## src/rtl/mux_sel_sequencer.sv

```systemverilog
// Drives the operand-mux select through a programmed run of elements, with repeated sweeps and a valid/ready handshake.
// Define MUX_SEQ_STRIDE_EN to add the stride port; without it the select steps by 1.
//
// state | meaning
// IDLE  | waiting for start; latches run parameters
// RUN   | presenting one element per accepted beat
// DONE  | one-cycle completion pulse, then back to IDLE

module mux_sel_sequencer #(
  parameter int SEL_W = 5,
  parameter int LEN_W = 6,
  parameter int REP_W = 4
) (
  input  logic             clk,
  input  logic             reset,
  input  logic             start,
  input  logic [SEL_W-1:0] base,
  input  logic [LEN_W-1:0] len,
  input  logic [REP_W-1:0] reps,
`ifdef MUX_SEQ_STRIDE_EN
  input  logic [SEL_W-1:0] stride,
`endif
  input  logic             abort,
  input  logic             out_ready,
  output logic [SEL_W-1:0] sel,
  output logic             out_valid,
  output logic             last,
  output logic             busy,
  output logic             done,
  output logic             err
);

  typedef enum logic [1:0] {IDLE, RUN, DONE} state_t;

  localparam logic [LEN_W-1:0] ONE_L = LEN_W'(1);
  localparam logic [REP_W-1:0] ONE_R = REP_W'(1);

  state_t           state, state_n;
  logic [SEL_W-1:0] sel_n, base_q, base_n, step_q, step_n, step_in;
  logic [LEN_W-1:0] len_q, len_n, elem_cnt, elem_n;
  logic [REP_W-1:0] reps_q, reps_n, rep_cnt, rep_n;
  logic             valid_n, last_n, busy_n, done_n, err_n;

`ifdef MUX_SEQ_STRIDE_EN
  assign step_in = stride;
`else
  assign step_in = SEL_W'(1);
`endif

  always_comb begin
    state_n = state;
    sel_n   = sel;
    base_n  = base_q;
    len_n   = len_q;
    reps_n  = reps_q;
    step_n  = step_q;
    elem_n  = elem_cnt;
    rep_n   = rep_cnt;
    err_n   = 1'b0;

    case (state)
      IDLE: begin
        if (start && !abort) begin
          if (len != '0) begin
            state_n = RUN;
            base_n  = base;
            len_n   = len;
            reps_n  = reps;
            step_n  = step_in;
            sel_n   = base;
            elem_n  = '0;
            rep_n   = '0;
          end else begin
            err_n = 1'b1;
          end
        end
      end
      RUN: begin
        if (out_ready) begin
          if (elem_cnt == len_q - ONE_L) begin
            if (rep_cnt == reps_q) begin
              state_n = DONE;
            end else begin
              sel_n  = base_q;
              elem_n = '0;
              rep_n  = rep_cnt + ONE_R;
            end
          end else begin
            // 5-bit overflow gives the 31 -> 0 wrap for free
            sel_n  = sel + step_q;
            elem_n = elem_cnt + ONE_L;
          end
        end
        if (abort) state_n = IDLE;
      end
      DONE:    state_n = IDLE;
      default: state_n = IDLE;
    endcase

    valid_n = (state_n == RUN);
    busy_n  = (state_n != IDLE);
    done_n  = (state_n == DONE);
    last_n  = (state_n == RUN) && (elem_n == len_n - ONE_L);
  end

  always_ff @(posedge clk) begin
    if (reset) begin
      state     <= IDLE;
      sel       <= '0;
      base_q    <= '0;
      len_q     <= '0;
      reps_q    <= '0;
      step_q    <= '0;
      elem_cnt  <= '0;
      rep_cnt   <= '0;
      out_valid <= 1'b0;
      last      <= 1'b0;
      busy      <= 1'b0;
      done      <= 1'b0;
      err       <= 1'b0;
    end else begin
      state     <= state_n;
      sel       <= sel_n;
      base_q    <= base_n;
      len_q     <= len_n;
      reps_q    <= reps_n;
      step_q    <= step_n;
      elem_cnt  <= elem_n;
      rep_cnt   <= rep_n;
      out_valid <= valid_n;
      last      <= last_n;
      busy      <= busy_n;
      done      <= done_n;
      err       <= err_n;
    end
  end

endmodule

```

## config.mk

```make
export PLATFORM = sky130hd
export DESIGN_NAME = mux_sel_sequencer
export DESIGN_NICKNAME = d
export VERILOG_FILES = /design/src/rtl/mux_sel_sequencer.sv
export SDC_FILE = /design/constraint.sdc
export NUM_CORES = 1
export LEC_CHECK = 0
export CELL_PAD_IN_SITES_DETAIL_PLACEMENT = 2
export CELL_PAD_IN_SITES_GLOBAL_PLACEMENT = 2
export CORE_ASPECT_RATIO = 1.25
export CORE_UTILIZATION = 32
export DETAILED_ROUTE_END_ITERATION = 8
export PLACE_DENSITY_LB_ADDON = 0.1
export SYNTH_ARGS = -nofsm -noshare
export SYNTH_HDL_FRONTEND = slang
export SYNTH_SLANG_ARGS = --single-unit
```

## constraint.sdc

```tcl
create_clock -name clk -period 3.5 [get_ports clk]
set_clock_uncertainty 0.2 [all_clocks]
set_input_delay 0.35 -clock clk [delete_from_list [all_inputs] [get_ports clk]]
set_output_delay 0.35 -clock clk [all_outputs]
set_load 0.02 [all_outputs]
```

Word-level counts from Yosys, hierarchy flattened
Index checks and enable logic that the tools add are counted.

Register bits: 38. Bits in latches: 0. Memory bits (writable): 0. ROM bits: 0. Input port bits: 20. Output and inout port bits: 10. Logic and storage cells: 72. Memories: 0.

Add/sub/neg operators: 5. Multiply operators: 0. Div/mod/pow operators: 0. Magnitude comparators: 0. Equality and inequality tests: 12. Shift operators: 0. Multiplexer cells: 29. Bitwise gates (word level): 2. Reduce and logical (&&, ||, !) cells: 11.

Operators by type and width (number): $mux 6 (8); $mux 5 (5); $mux 4 (5); $eq 6x6->1 (2); $mux 2 (6); $pmux 6 s2 (1); $sub 6x1->6 const B (2); $ne 2x2->1 const B (5); $pmux 5 s2 (1); $pmux 4 s2 (1); $add 6x1->6 const B (1); $reduce_and 6->1 (1); $reduce_bool 6->1 (1); $add 5x1->5 (1); $reduce_and 5->1 (1); $add 4x1->4 const B (1); $eq 2x1->1 const B (2); $eq 4x4->1 (1); $pmux 2 s2 (1); $reduce_bool 2->1 (2); $ne 3x3->1 const B (1); $reduce_and 3->1 (1); $reduce_or 3->1 (1); $eq 2x2->1 const B (1); 5 further kinds (7).

Longest topological paths before layout
Gate-level depths: netlist (run 1).

Word-level depth: 8. Depth in mapped cells: 13. Gate-level depth less buffers: 11.

Worst setup path before layout (run 1)
Ideal clock, no wire load.

Kind: register to register. Start point: register len_q[0]. End point: register last. Setup time: 73 ps. Data arrival time: 2557 ps. Data required time: 3227 ps. Path slack: 670 ps. Cell stages (with the launch flop): 12. Path buffers: 0. Clock period less this slack: 2830 ps. Cells stage by stage: dfxtp_1 -> inv_1 -> ha_1 -> xor2_1 -> nand2_1 -> a2111oi_4 -> a41o_2 -> a221oi_2 -> or3_1 -> o211ai_2 -> mux2i_1 -> nor3_2.

Word-level cells in the longest chain between the ends: 8. Elaborated cells between the ends (all ways): 16. Classes of those cells: add/sub (2); eq/ne (3); mux (10); reduce/logical (1).

Ends and longest elaborated chain: start, declared (line 40) `logic [LEN_W-1:0] len_q, len_n, elem_cnt, elem_n;`; start signal, assigned (line 125) `len_q <= len_n;`; $sub 6x1->6 (line 80) `if (elem_cnt == len_q - ONE_L) begin`; $eq 6x6->1 (line 80); $mux 2 (line 80); $mux 2 (line 79) `if (out_ready) begin`; $mux 2 (line 94) `if (abort) state_n = IDLE;`; $pmux 2 s2 (line 61) `case (state)`; $eq 2x1->1 (line 103) `last_n = (state_n == RUN) && (elem_n == len_n - ONE_L);`; $logic_and 1x1->1 * (line 103); end signal, assigned (line 131) `last <= last_n;`; end, declared (line 27) `output logic last,`.

Mark *: on every way between the ends. The rest lies on a longest branch, timed or not. A chain may end at the register's enable or synchronous reset.

Worst setup path after layout (run 1)
Ends and elaborated chain as after synthesis.

==> results of run 1 <==
## registers in the layout (all words and copies together), names as in the netlist
register / count
err: 1
step_q: 1
reps_q: 4
last: 1
elem_cnt: 6
len_q: 6
rep_cnt: 4
busy: 1
done: 1
sel: 5
base_q: 5
state: 2
out_valid: 1
## final cells by class
class / count / area share, %
clock buffers: 7 / 3.17
clock inverters: 1 / 0.184
inverters: 4 / 0.551
multi-input cells: 214 / 50.2
flip-flops and latches: 38 / 27.9
well taps: 87 / 4.00
repair buffers: 41 / 14.0
## critical path, delay by kind of cell, from the launching register on
kind | cells | cell delay (ns)
AOI/OAI and AO/OA | 4 | 0.89
xor gates and xnor gates | 1 | 0.16
adders and majority gates | 1 | 0.30
buffers and inverters | 3 | 0.41
DFF | 1 | 0.42
muxes | 1 | 0.18
and+or+nand+nor | 3 | 0.54
## logic make-up (layout without fill, tap and decap cells)
logic type                 after synthesis  in the layout  share of synthesized area (%)
AOI/OAI and AO/OA                       67             67                           22.6
xor gates and xnor gates                19             19                           7.56
adders and majority gates                6              6                           3.41
buffers and inverters                   18             53                           3.35
DFF                                     38             38                           34.5
muxes                                    6              6                           2.78
and+or+nand+nor                        116            116                           25.8
## power by group
group	internal (mW)	switching [mW]	leakage [nW]	total, mW
clock	0.159	0.165	0.0482	0.325
sequential	0.449	0.0164	0.309	0.465
combinational	0.0851	0.109	0.701	0.194
total	0.693	0.291	1.06	0.984
## Yosys cell counts (all sizes together) (3+ instances only)
| cell | count | area [sq um] |
|---|---|---|
| a211oi | 8 | 65.1 |
| a21oi | 25 | 125 |
| a22oi | 8 | 60.1 |
| and3 | 3 | 18.8 |
| buf | 4 | 21.3 |
| clkbuf | 10 | 37.5 |
| dfxtp | 38 | 761 |
| ha | 6 | 75.1 |
| inv | 4 | 15.0 |
| mux2i | 5 | 50.1 |
| nand2 | 35 | 134 |
| nand3 | 14 | 70.1 |
| nand3b | 3 | 22.5 |
| nor2 | 32 | 120 |
| nor2b | 4 | 25.0 |
| nor3 | 9 | 50.1 |
| nor4 | 3 | 18.8 |
| o211ai | 5 | 42.5 |
| or2 | 3 | 18.8 |
| xnor2 | 7 | 61.3 |
| xor2 | 12 | 105 |
## metal layers
metal  global-route usage (%)  wire length [um]
met2                     40.2              3750
met4                     8.81               204
met1                     21.6              2970
met3                     3.29               130
met5                        0                 0
## path summary, 6_finish.rpt
check / startpoint / end / slack [ns] / cells past startpoint
setup / recovery: len_q[0] / last / 0.33 / 13
hold / removal: base_q[2] / base_q[2] / 0.26 / 2
setup reg to reg: len_q[0] / last / 0.33 / 13
hold reg to reg: base_q[2] / base_q[2] / 0.26 / 2
## metrics by stage
step                util [%]  hold slack, ns  std cells  cell area, sq um  total power, mW
global placement        39.5           0.244        381              2610            0.666
CTS                     40.9           0.265        389              2700            0.999
detailed placement      39.5           0.254        381              2610            0.671
floorplan                  -           0.229        270              2200            0.590
global route            41.2           0.284        392              2720             1.04
finish                  41.2           0.262        392              2720            0.984
## what timing repair did
item,in CTS,in global routing
hold endpoints to repair,0,0
pin swaps,1,1
setup buffers,0,3
setup endpoints to repair,1,1
==> flow_summary.yaml, run 1 <==
floorplan:
  placementRows: 33
  core_sq_mm: 0.00661
  die-area_sq_mm: 0.00722
  die-width_um: 76.2
  start_util_pct: 33.3
  io_pins: 30
  die_height_um: 94.7
logic_synthesis:
  ys_seq_area_share_pct: 34.5
  ys_async_sr_fraction_pct: 0
  avgSynthCellArea_sq_um: 8.16
  ys_ff_latch: 38
  synth_cell_types: 55
  syn-instance-count: 270
  syn_area_sq_mm: 0.00220
  yosysWarnings: 0
  synth_edf_count: 0
  synthFlopType: "dfxtp_1"
  synthesis.nets: 296
clock_tree:
  htreeDepth: 2
  cts_made_buffers: 5
  clk_pin_slew_ns: 0.08
  cts_tree: "built"
  clock_path_buffers: 2
  holdBufCountCts: 0
  cts.sinks: 38
  insertion_delay_ns: 0.30
  root_buffer: "clkbuf_8"
  post_cts_resized: 0
route:
  wl_per_cell_um: 18.0
  route.vias.total: 2138
  viasPerCell: 5.45
  drc: 0
  drt_iter0_drc: 42
  drt_wl_total_um: 7050
  antenna_left: 0
  drt_first_pass_iters: 4
sta:
  min_period_over_period_pct: 90.6
  rsz0062_at_grt: "no"
  hold_viol_final: 0
  fin_crit_ns: 3.17
  finalSetupViolCount: 0
  max_slew_margin_pct: 53.1
  tightest_slew_ns: 0.703
  fmax_mhz: 316
  finalSetupTns_ns: 0
  worst_slack_ns: 0.331
  maxSlewViolCount: 0
cells_and_area:
  layout-drive-gt1-share_pct: 10.2
  final_cell_mix: "dfxtp_1, nand2_1, nor2_1"
  syn_to_final_growth_pct: 23.7
  final_common_cell: "dfxtp_1"
  finalNetCount: 330
  multiInputGateArea_sq_mm: 0.00137
  diodes: 0
  regArea_sq_um: 761
  fill_cells: 790
power_and_ir_drop:
  cellLeakagePower_nw: 1.06
  irDropWorstVdd_uv: 148
  power_density_mw_per_mm2: 361
job:
  drv_cap: 0
worst_setup_path:
  cpMaxStageDelayCell: "dfxtp_1"
  crit_top_cell: "buf_4"
  critPathRequiredTime_ns: 3.53
  cp_cell_sequence: "inv_1, ha_1, xor2_1, nand2_1, a2111oi_4, buf_4, buf_4, and3_1, o211a_1, o311a_1, o2111ai_1, mux2i_1, nor3_2"
  path_class: "flop to flop"
  start_kind: "flop"
  cp-end-kind: "flop"
  slowest_delay_ns: 0.42
  critPathArrivalTime_ns: 3.20
  worstPathMaxFanout: 5
place:
  hpwl_um: 5250
  place_ws_ns: 0.0187
  io_buffers: 29
  place_congestion: 0.770
grt:
  grt_max_degree: 37
  overflow: 0
  grtUsageTotal_pct: 20.5
  grt_antenna_before_repair: 0
  grt_pass1_vias: 2243
  grt_first_pass_wirelength_um: 11400
run_status:
  status: "completed"
hold_path:
  hold_class: "flop to flop"
Power figures use the tool's default switching activity.
==> run 2, diff against run 1 <==
Settings changed: SETUP_SLACK_MARGIN set to 0.2, TNS_END_PERCENT set to 30.
==> flow_summary.yaml, run 2 (synthesis results as in run 1) <==
run_status:
  status: "completed"
floorplan:
  die_height_um: 94.7
  die-area_sq_mm: 0.00722
  placementRows: 33
  start_util_pct: 33.3
  core_sq_mm: 0.00661
  die-width_um: 76.2
  io_pins: 30
worst_setup_path:
  cpMaxStageDelayCell: "a221oi_2"
  cp-end-kind: "flop"
  worst-path-buf-inv: 3
  critPathArrivalTime_ns: 3.09
  slowest_delay_ns: 0.50
  critPathTopFamily: "compound AO/OA/AOI/OAI gates"
  start_kind: "flop"
  cp_cell_sequence: "inv_1, ha_1, xor2_1, nand2_1, a2111oi_4, buf_4, buf_12, a41o_2, a221oi_2, or3_1, o211ai_2, mux2i_1, nor3_2"
  worstPathMaxFanout: 6
  path_class: "flop to flop"
  critPathRequiredTime_ns: 3.49
sta:
  max_slew_margin_pct: 55.4
  finalSetupViolCount: 0
  fin_crit_ns: 3.10
  finalSetupTns_ns: 0
  maxSlewViolCount: 0
  rsz0062_at_grt: "no"
  fmax_mhz: 322
  hold_viol_final: 0
  min_period_over_period_pct: 88.7
  tightest_slew_ns: 0.668
route:
  wl_per_cell_um: 18.3
  drt_first_pass_iters: 4
  drc: 0
  viasPerCell: 5.54
  drt_iter0_drc: 58
  antenna_left: 0
  drt_wl_total_um: 7140
  route.vias.total: 2165
clock_tree:
  root_buffer: "clkbuf_8"
  cts_tree: "built"
  clk_pin_slew_ns: 0.08
  clock_path_buffers: 2
  cts_made_buffers: 5
  htreeDepth: 2
  insertion_delay_ns: 0.30
  cts.sinks: 38
cells_and_area:
  syn_to_final_growth_pct: 24.1
  final_common_cell: "dfxtp_1"
  postLayoutCellArea_sq_mm: 0.00273
  reg.largest.list: "elem_cnt (6), len_q (6)"
  fill_cells: 785
  final_cell_mix: "dfxtp_1, nand2_1, nor2_1"
  finalNetCount: 329
  layout-drive-gt1-share_pct: 10.2
  diodes: 0
grt:
  grt_pass1_vias: 2247
  overflow: 0
  grtUsageTotal_pct: 20.7
  grt_max_degree: 37
  grt_first_pass_wirelength_um: 11400
  grt_antenna_before_repair: 0
place:
  io_buffers: 29
  hpwl_um: 5250
  place_congestion: 0.770
  placed_area_sq_mm: 0.00261
hold_path:
  hold_class: "flop to flop"
power_and_ir_drop:
  total_power_mw: 0.986
  power_density_mw_per_mm2: 361
  irDropWorstVdd_uv: 148
  cellLeakagePower_nw: 1.06
job:
  drv_cap: 0
-- run 2: cell count changes in the layout (fill, tap and decap cells not counted), sizes merged --
cell and delta:
buf -1
-- run 2: through the flow --
step	hold WS, ns	setup slack [ns]	utilization (%)	std cells
5_1_grt	0.284	0.204	41.4	391
3_5_place_dp	0.254	0.0187	39.5	381
2_1_floorplan	0.229	0.670	-	270
3_3_place_gp	0.244	0.130	39.5	381
6_report	0.262	0.397	41.4	391
4_1_cts	0.265	0.322	41.3	391
-- run 2: path summary, 6_finish.rpt --
path | slack, ns | cells after the start | start | end
setup / recovery | 0.40 | 13 | len_q[0] | last
setup reg to reg | 0.40 | 13 | len_q[0] | last
hold reg to reg | 0.26 | 2 | base_q[2] | base_q[2]
hold / removal | 0.26 | 2 | base_q[2] | base_q[2]
-- run 2: layout make-up --
type | count | area (sq um) | share of cell area [%]
Multi-Input combinational cell | 214 | 1370 | 50.2
Sequential cell | 38 | 761 | 27.8
Timing Repair Buffer | 40 | 385 | 14.1
Tap cell | 87 | 109 | 3.98
Clock buffer | 7 | 86.3 | 3.16
Inverter | 4 | 15.0 | 0.549
Clock inverter | 1 | 5.00 | 0.183
-- run 2: worst reg2reg max path, cell delays in order (launching register included) --
cell and delay [ns]:
dfxtp_1 0.42, inv_1 0.07, ha_1 0.30, xor2_1 0.15
nand2_1 0.12, a2111oi_4 0.04, buf_4 0.18, buf_12 0.13
a41o_2 0.32, a221oi_2 0.50, or3_1 0.22, o211ai_2 0.09
mux2i_1 0.19, nor3_2 0.06
-- run 2: what timing repair did --
item                                    CTS  global route
buffers inserted                          2             0
resized for setup                         0             1
hold buffers                              0             0
pin swaps                                 1             0
hold endpoints to repair                  0             0
endpoints found under the setup margin    6             5
-- run 2: metal layers --
layer / up-vias / global-route usage (%) / wire length [um] / share of wire, %
met5: - / 0 / 0 / 0
met4: 0 / 8.97 / 201 / 2.8
met3: 18 / 3.29 / 155 / 2.2
met2: 41 / 40.8 / 3790 / 53
met1: 1068 / 21.6 / 2990 / 42
li1: 1038 / - / - / -
-- run 2: report_power, final --
| part | internal, mW | switching [mW] | total, mW |
|---|---|---|---|
| sequential | 0.449 | 0.0164 | 0.465 |
| combinational | 0.0856 | 0.110 | 0.196 |
| clock | 0.159 | 0.166 | 0.325 |
| total | 0.693 | 0.293 | 0.986 |
